**config.mk**
```make
export PLATFORM = sky130hd
export DESIGN_NAME = zigzag_input_buffer
export DESIGN_NICKNAME = d
export VERILOG_FILES = /design/src/rtl/zigzag_input_buffer.sv
export SDC_FILE = /design/constraint.sdc
export NUM_CORES = 1
export LEC_CHECK = 0
export BUFFER_PORTS_ARGS = -buffer_cell sky130_fd_sc_hd__buf_2
export CORE_MARGIN = 1.5
export CORE_UTILIZATION = 50
export CTS_CLUSTER_SIZE = 28
export DETAILED_ROUTE_END_ITERATION = 7
export GPL_ROUTABILITY_DRIVEN = 0
export GPL_TIMING_DRIVEN = 0
export PLACE_DENSITY = 0.65
export SYNTH_ARGS = -nofsm -noshare
export SYNTH_HDL_FRONTEND = slang
export SYNTH_SLANG_ARGS = --single-unit
export TNS_END_PERCENT = 5
```
**constraint.sdc**
```tcl
create_clock -name clk -period 12.15 [get_ports clk]
set_input_delay 1.8225 -clock clk [delete_from_list [all_inputs] [get_ports clk]]
set_output_delay 1.8225 -clock clk [all_outputs]
set_load 0.1 [all_outputs]
```
**src/rtl/zigzag_input_buffer.sv**
```systemverilog
// -----------------------------------------------------------------------------
// zigzag_input_buffer
//
// Elastic input stage in front of the zigzag decryptor. Incoming bytes are
// queued in a FIFO. They are replayed to the decryptor one per cycle, and
// only while the decryptor is not busy emitting a previously completed message.
// This lets the source send messages back-to-back.
//
// Ports:
//   clk          system clock, everything on the rising edge
//   rst          synchronous active-high reset
//   data_i       incoming byte from the source
//   valid_i      data_i qualifier; a byte is taken when valid_i && ready_o
//   ready_o      FIFO not full (combinational from the FIFO count)
//   data_o       byte forwarded to the decryptor
//   valid_o      one-cycle qualifier per forwarded byte
//   busy_i       decryptor busy flag
//   msg_count_o  complete messages (tokens) held in the FIFO, saturating at 63
//   overflow_o   sticky error: byte dropped (FIFO full or message too long)
// -----------------------------------------------------------------------------
module zigzag_input_buffer #(
    parameter int                   D_WIDTH                = 8,
    parameter int                   MAX_NOF_CHARS          = 50,
    parameter int                   FIFO_DEPTH             = 64,
    parameter logic [D_WIDTH-1:0]   START_DECRYPTION_TOKEN = 'hFA
) (
    input  logic               clk,
    input  logic               rst,
    input  logic [D_WIDTH-1:0] data_i,
    input  logic               valid_i,
    output logic               ready_o,
    output logic [D_WIDTH-1:0] data_o,
    output logic               valid_o,
    input  logic               busy_i,
    output logic [5:0]         msg_count_o,
    output logic               overflow_o
);

    localparam int AW = $clog2(FIFO_DEPTH);
    localparam int LW = $clog2(MAX_NOF_CHARS + 1);

    localparam logic [AW:0]   FULL_CNT = (AW+1)'(FIFO_DEPTH);
    localparam logic [LW-1:0] MAX_LEN  = LW'(MAX_NOF_CHARS);

    typedef enum logic [1:0] {
        FORWARD   = 2'd0,
        WAIT_BUSY = 2'd1,
        WAIT_DONE = 2'd2
    } state_t;

    // Payload storage (read through the data_o register) plus a one-bit
    // token tag per entry. The tag is read combinationally so the FSM can
    // decide at the pop edge whether the byte leaving is the token, without
    // needing an asynchronous read of the wide payload array.
    logic [D_WIDTH-1:0] mem_q [FIFO_DEPTH];
    logic               tok_q [FIFO_DEPTH];

    logic [AW-1:0]      wr_ptr_q, wr_ptr_d;
    logic [AW-1:0]      rd_ptr_q, rd_ptr_d;
    logic [AW:0]        count_q, count_d;
    logic [LW-1:0]      len_q, len_d;
    logic [5:0]         msg_count_q, msg_count_d;
    logic               overflow_q, overflow_d;

    state_t             state_q;
    logic [1:0]         timer_q;
    logic [D_WIDTH-1:0] data_q;
    logic               valid_q;

    logic in_is_tok;
    logic len_full;
    logic push;
    logic pop;
    logic head_tok;

    // ---------------------------------------------------------------- write side
    assign ready_o   = (count_q != FULL_CNT);
    assign in_is_tok = (data_i == START_DECRYPTION_TOKEN);
    assign len_full  = (len_q == MAX_LEN);
    // A token is always accepted when there is room; a plain byte only while
    // the current message is still within the decryptor's character limit.
    assign push      = valid_i && ready_o && (in_is_tok || !len_full);

    // ----------------------------------------------------------------- read side
    assign pop      = (state_q == FORWARD) && (count_q != '0) && !busy_i;
    assign head_tok = tok_q[rd_ptr_q];

    always_comb begin
        wr_ptr_d    = wr_ptr_q;
        rd_ptr_d    = rd_ptr_q;
        count_d     = count_q;
        len_d       = len_q;
        msg_count_d = msg_count_q;
        overflow_d  = overflow_q;

        if (push) begin
            wr_ptr_d = wr_ptr_q + AW'(1);
            len_d    = in_is_tok ? '0 : len_q + LW'(1);
        end
        if (pop) begin
            rd_ptr_d = rd_ptr_q + AW'(1);
        end

        // Simultaneous push and pop leaves the count unchanged.
        if (push && !pop) begin
            count_d = count_q + (AW+1)'(1);
        end else if (pop && !push) begin
            count_d = count_q - (AW+1)'(1);
        end

        if (valid_i && !push) begin
            overflow_d = 1'b1;
        end

        if ((push && in_is_tok) && !(pop && head_tok)) begin
            if (msg_count_q != 6'd63) begin
                msg_count_d = msg_count_q + 6'd1;
            end
        end else if ((pop && head_tok) && !(push && in_is_tok)) begin
            if (msg_count_q != 6'd0) begin
                msg_count_d = msg_count_q - 6'd1;
            end
        end
    end

    // Storage write port; no reset needed, contents are qualified by count.
    always_ff @(posedge clk) begin
        if (push) begin
            mem_q[wr_ptr_q] <= data_i;
            tok_q[wr_ptr_q] <= in_is_tok;
        end
    end

    always_ff @(posedge clk) begin
        if (rst) begin
            wr_ptr_q    <= '0;
            rd_ptr_q    <= '0;
            count_q     <= '0;
            len_q       <= '0;
            msg_count_q <= '0;
            overflow_q  <= 1'b0;
        end else begin
            wr_ptr_q    <= wr_ptr_d;
            rd_ptr_q    <= rd_ptr_d;
            count_q     <= count_d;
            len_q       <= len_d;
            msg_count_q <= msg_count_d;
            overflow_q  <= overflow_d;
        end
    end

    // Replay FSM with registered outputs.
    always_ff @(posedge clk) begin
        if (rst) begin
            state_q <= FORWARD;
            timer_q <= '0;
            data_q  <= '0;
            valid_q <= 1'b0;
        end else begin
            case (state_q)
                FORWARD: begin
                    if (pop) begin
                        data_q  <= mem_q[rd_ptr_q];
                        valid_q <= 1'b1;
                        if (head_tok) begin
                            state_q <= WAIT_BUSY;
                            timer_q <= '0;
                        end
                    end else begin
                        valid_q <= 1'b0;
                    end
                end
                WAIT_BUSY: begin
                    valid_q <= 1'b0;
                    if (busy_i) begin
                        state_q <= WAIT_DONE;
                    end else begin
                        // Decryptor may never raise busy (empty message);
                        // give up waiting once the timer reaches 2.
                        timer_q <= timer_q + 2'd1;
                        if (timer_q == 2'd1) begin
                            state_q <= FORWARD;
                        end
                    end
                end
                WAIT_DONE: begin
                    valid_q <= 1'b0;
                    if (!busy_i) begin
                        state_q <= FORWARD;
                    end
                end
                default: begin
                    valid_q <= 1'b0;
                    state_q <= FORWARD;
                end
            endcase
        end
    end

    assign data_o      = data_q;
    assign valid_o     = valid_q;
    assign msg_count_o = msg_count_q;
    assign overflow_o  = overflow_q;

endmodule

```
# After elaboration in Yosys (flattened, before gate mapping)
# Memories as Yosys holds them, arrays and structs flattened. A register that Yosys moved wholly into a read port is not among the register bits.
# Cells that the tools add are included.
[word_totals]
output_inout_bits = 17
latch_bits = 0
ram_bits = 576
inputBits = 12
mem_count = 2
mem_bits_ro = 0
register_bits = 37
[op_classes]
n_addsub = 8
multipliers = 0
shift = 0
n_eq_ne = 13
mux = 22
order_cmp = 0
n_reduce_logical = 30
div_mod_pow = 0
bitwise_logic = 1
[memory_table]
columns = ["memory", "words", "width", "rd", "rd_clocked_by_memory_dff", "wr", "line", "source"]
rows = [
  ["mem_q", 64, 8, 1, 1, 1, "55", "logic [D_WIDTH-1:0] mem_q [FIFO_DEPTH];"],
  ["tok_q", 64, 1, 1, 1, 1, "56", "logic tok_q [FIFO_DEPTH];"],
]
[op_table]
columns = ["cell", "count"]
rows = [
  ["6-bit 2-to-1 mux", 7],
  ["6-bit by 1-bit adder with 6-bit output (second input constant)", 4],
  ["2-bit 2-to-1 mux", 8],
  ["7-bit 2-to-1 mux", 2],
  ["1-bit logical AND", 11],
  ["8-bit equality test (second input constant)", 1],
  ["2-bit != test (second input constant)", 4],
  ["4-bit AND reduction", 2],
  ["2-bit nonzero test", 4],
  ["7-bit by 1-bit adder with 7-bit output (second input constant)", 1],
  ["7-bit != test (second input constant)", 1],
  ["7-bit nonzero test", 1],
  ["7-bit by 1-bit subtractor with 7-bit output (second input constant)", 1],
  ["6-bit equality test (second input constant)", 1],
  ["1-bit logical NOT", 6],
  ["6-bit != test (second input constant)", 1],
  ["2-bit case mux with 3 select lines", 1],
  ["6-bit nonzero test", 1],
  ["6-bit by 1-bit subtractor with 6-bit output (second input constant)", 1],
  ["2-bit by 1-bit equality test with 1-bit output (second input constant)", 2],
  ["2-bit case mux with 2 select lines", 1],
  ["1-bit 2-to-1 mux", 3],
  ["3-bit != test (second input constant)", 1],
  ["3-bit AND reduction", 1],
  ["other kinds (8)", 8],
]

# Depth between registers and ports, before layout
[logic_depth]
word_depth = 9
ltp_mapped = 16
mapped_depth_nobuf = 15

# Worst setup path before layout
# Ideal clock, no wire load.
[synth_path]
path_kind = "input port to flip-flop"
start = "in data_i[0]"
end = "reg count_q[6]"
path_buffers = 1
t_arrival_ps = 6094
setup_time_ps = 128
required_time_ps = 12022
stages = 14
path_slack_ps = 5928
cell_sequence = "nand4bb_1 > nor2_1 > o21ai_1 > inv_1 > buf_2 > ha_1 > inv_1 > fa_1 > a21o_1 > a21o_1 > a211o_1 > o311ai_0 > xnor2_1 > nor2_1"
[synth_via]
elab_chain_cells = 6
[synth_lines]
columns = ["item", "line", "source"]
rows = [
  ["from (decl)", "29", "input logic [D_WIDTH-1:0] data_i,"],
  ["8-bit equality test *", "78", "assign in_is_tok = (data_i == START_DECRYPTION_TOKEN);"],
  ["named net in_is_tok", "70", "logic in_is_tok;"],
  ["1-bit logical OR *", "82", "assign push = valid_i && ready_o && (in_is_tok || !len_full);"],
  ["1-bit logical AND *", "82", ""],
  ["named net push", "72", "logic push;"],
  ["1-bit logical NOT", "107", "end else if (pop && !push) begin"],
  ["1-bit logical AND", "107", ""],
  ["2-bit nonzero test (no source line)", "-", ""],
  ["to (signal assigned)", "145", "count_q <= count_d;"],
  ["to (decl)", "60", "logic [AW:0] count_q, count_d;"],
]
# Mark *: on every way through the listed nets, which the timed path passes. The rest lies on a longest branch.
# A chain may end at the register's enable or synchronous reset.

# Final worst setup path
[layout_path]
start = "in data_i[3]"
end = "mem mem_q[13][0], enable pin"
[layout_via]
elab_chain_cells = 5
[layout_lines]
columns = ["item", "line", "source"]
rows = [
  ["8-bit equality test", "78", ""],
  ["named net in_is_tok", "70", ""],
  ["1-bit logical OR", "82", ""],
  ["1-bit logical AND", "82", ""],
  ["named net push", "72", ""],
  ["1-bit 2-to-1 mux", "128", "if (push) begin"],
  ["1-bit 2-to-1 mux (not written as such)", "129", "mem_q[wr_ptr_q] <= data_i;"],
  ["to (decl)", "55", ""],
]
# The timed path passes the listed nets, and every way through them passes these cells.

==> summary.md <==
| Metric | Value |
|---|---|
| First-pass GRT wire length | between 80 and 90 mm |
| Placed Area | approximately 26000 sq um |
| Maximum fanout along the worst path | 65 |
| Routed Antenna Nets | 0 |
| Syn_area_per_cell | roughly 18 sq um |
| Layout cells sized above 1 | 0.204 |
| Hold_buf cts | 0 |
| Core area | 49100 sq um |
| Ant diodes | 0 |
| Fin crit period | approximately 6200 ps |
| Port bufs | 28 |
| Achievable Freq | around 160 MHz |
| Initial antenna violation count | 0 |
| Area Growth Syn to Fin | 11.9% |
| Fill cell count | 3781 |
| Worst-Skew Late Latency | between 600 and 700 ps |
| Synth Area in XOR/XNOR | 0.00845 |
| Clock Path Buffers | 3 |
| Synth Net Count | 1377 |
| WP buf/inv | 3 |
| Synth Instances | 1347 |
| Sequential area share after synthesis | 0.736 |
| Die area | 51100 sq um |
| Clk slew on worst S/H paths | ~60 ps |
| Die width | approximately 230 microns |
| Post-CTS setup repair buffer count | 0 |
| Slowest Stage Delay on Critical Path | roughly 1200 ps |
| Htree depth | 2 |
| CP dominant cell by count | buf_2 |
| Initial Utilization | 0.507 |
| Routed WL | roughly 60 mm |
| Final hold viol count | 0 |
| Pwr/cell area | slightly below 200 nW/um^2 |
| Setup violators final | 0 |
| Cell area after synthesis | around 25000 sq um |
| HPWL Detailed | 37.6 mm |
| Status | finished clean |
| CP Launch Type | primary input |
| EDFF count, synth | 576 |
| RSZ-0062 raised after global routing | no |
| Share of async-settable or async-resettable flops after synthesis | 0 |
| Final core occ | 0.568 |
| Post-Synth Adder-Cell Area | 0.00966 |
| Vias in the first global route | 13000 |
| Total design power | around 5.5 mW |
| Final count of pins violating max slew | 0 |
| Slowest-stage cell, CP | nor2_1 |
| Num ports | 29 |
| Arrival time worst endpoint | 6480 ps |
| GRT Residual Overflow | 0 |
| Fin Setup TNS | 0 ps |
| Total Routing Usage GR | 0.239 |
| Post-route cell area | ~28000 sq um |
| Std cell rows | 81 |
| Seq cells post-synth | 627 |
| Ys Warns | 0 |
| Post-route DRC | 0 |
| Distinct cells, synth | 65 |
| DR vias | 13100 |
| Nets | roughly 1500 |
| Hold crit path type | flop to flop |
| Root Driver | clkbuf_16 |
| Max-cap viol count | 0 |
| Largest family of logic cells by synthesized area | multiplexers |
| Clock sinks | between 600 and 700 |
| DRT iter0 DRCs | between 1500 and 2000 |
| Worst-path cell chain | buf_2, nand4bb_1, nor2_4, o21ai_1, inv_1, buf_2, nand4b_1, nor2_1 |
| Tcrit/Tclk final | 0.514 |
| CP endpoint kind | flop |
| Post_cts resized | 0 |
| Setup Skew | about 23 ps |
| Pleak | just under 9 nW |
| Compound-gate portion of the synthesized area | 0.0301 |
| Cts bufs inserted | 60 |
| Post-Synth Simple-Gate Area | 0.0532 |
| Pin count of the biggest net entering global routing | between 60 and 70 |
| CP delay by family, top | simple AND/OR/NAND/NOR gates |
| Top_reg_cell synth | edfxtp_1 |
| Req. time, crit path | 12390 ps |
| CTS tree | done |
| Post-DR wirelength/cell | between 20 and 30 microns |
| Worst-Margin Slew | between 1000 and 1500 ps |
| Die H | about 230 microns |
| Initial DRT Pass Iterations | 6 |
| Worst vdd ir | ~0.30 mV |
| Slew HR | 0.116 |
| Vias per cell | 6.11 |
| Mux share of post-synthesis cell area | 0.147 |
| Setup Crit Path Kind | primary input to flop |
area by class of cell:
type	count	area, sq um	area share
clock buffer	83	1660	0.0596
multi-input combinational	634	6200	0.223
timing repair buffer	30	188	0.00674
buffer	72	323	0.0116
inverter	14	55.1	0.00198
clock inverter	29	269	0.00966
tap	664	831	0.0298
sequential	627	18300	0.658
routing by layer:
metal	GRT usage	up-vias	part of all wire
met5	0	-	0
li1	-	5578	-
met2	0.364	638	0.46
met3	0.0412	113	0.092
met1	0.354	6820	0.42
met4	0.0800	0	0.029
sequential cells by signal (all words and copies together) (netlist names), 6 cells and up, named ones only:
signal / cells
count_q: 7
tok_q: 64
rd_ptr_q: 6
msg_count_o: 6
len_q: 6
data_o: 8
mem_q: 512
wr_ptr_q: 6
kinds of logic (layout without fill, tap and decap cells):
group,after synthesis,in the layout
adder cells (fa/ha/maj),18,18
XOR/XNOR,24,24
AND/OR/NAND/NOR,287,287
AO/OA/AOI/OAI,103,103
buffers and inverters,86,228
flip-flops,627,627
multiplexers,202,202
worst register-to-register path, cell delays in order (launching register included):
cell and delay, ps:
dfxtp_1 310, buf_2 270, buf_2 450, mux2i_1 490, nand3b_1 150, a211oi_1 320
nor3_1 80, a21oi_1 540, ha_1 420, inv_1 190, ha_1 310, a21o_1 110
a21oi_1 110, or4b_2 640, nand4_1 150, xor2_1 170, nor2_1 50
where the power goes:
group          internal (mW)  switching (mW)  leakage (nW)
clock network           1.06           0.781         0.949
registers               2.40          0.0446          5.55
logic                  0.470           0.759          2.38
cells in the final DEF (no fill, tap or decap), types with 10 or more instances in the layout:
cell       count
nor2_1       122
a21oi_1       26
clkbuf_1      44
nand4_1       12
clkinv_2      12
inv_1         11
clkbuf_16     61
mux4_2       130
nand3_1       16
dfxtp_1       51
buf_1         11
mux2i_1       63
clkinv_1      10
nand2_1       79
ha_1          16
xor2_1        15
edfxtp_1     576
buf_2         56
a32oi_1       15
a22oi_1       14
synthesized netlist by cell type (2+ instances only):
master    instances  area [sq um]
fa_1              2          40.0
or2_2             4          25.0
a21o_1            7          52.6
a31oi_1           3          18.8
a22oi_1          14           105
nand4b_1          4          35.0
ha_1             16           200
nand3_1          16          80.1
o21ai_0           4          20.0
clkbuf_1         27           101
xnor2_1           9          78.8
inv_1            11          41.3
nand2b_1          5          31.3
a221oi_1          9          78.8
nor2_1          123           462
xor2_1           15           131
o311ai_0          2          17.5
or3_1             4          25.0
nor3_1            3          15.0
edfxtp_1        576         17300
and2_1            5          31.3
dfxtp_1          51          1020
mux2i_1          63           631
mux2_2            9           101
and3_1            2          12.5
nand3b_1          8          60.1
a21oi_1          26           130
nand4_1          12          75.1
a41o_1            2          20.0
clkbuf_2          2          10.0
buf_1            11          41.3
buf_4             4          30.0
a211oi_1          3          22.5
buf_2            28           140
or3b_2            2          17.5
nor2b_1           7          43.8
nand2_1          79           297
mux4_2          130          2930
nor4_1            3          18.8
o22ai_1           7          43.8
a32oi_1          15           131
path summary, 6_finish.rpt:
kind | end | slack, ps | startpoint | depth (start not counted)
max | mem_q[13][0] | 5910 | data_i[3] | 8
min | overflow_o | 480 | overflow_o | 2
max reg2reg | msg_count_o[5] | 7270 | flop | 16
min reg2reg | overflow_o | 480 | overflow_o | 2
through the flow:
| step | setup WS [ps] | cells | hold slack [ps] |
|---|---|---|---|
| floorplan | 5930 | 1347 | 469 |
| global placement | 2900 | 2039 | 447 |
| detailed placement | 5310 | 2040 | 474 |
| CTS | 5960 | 2152 | 489 |
| global route | 5600 | 2153 | 514 |
| finish | 5910 | 2153 | 479 |
No activity file was read; power rests on OpenSTA's default activity.
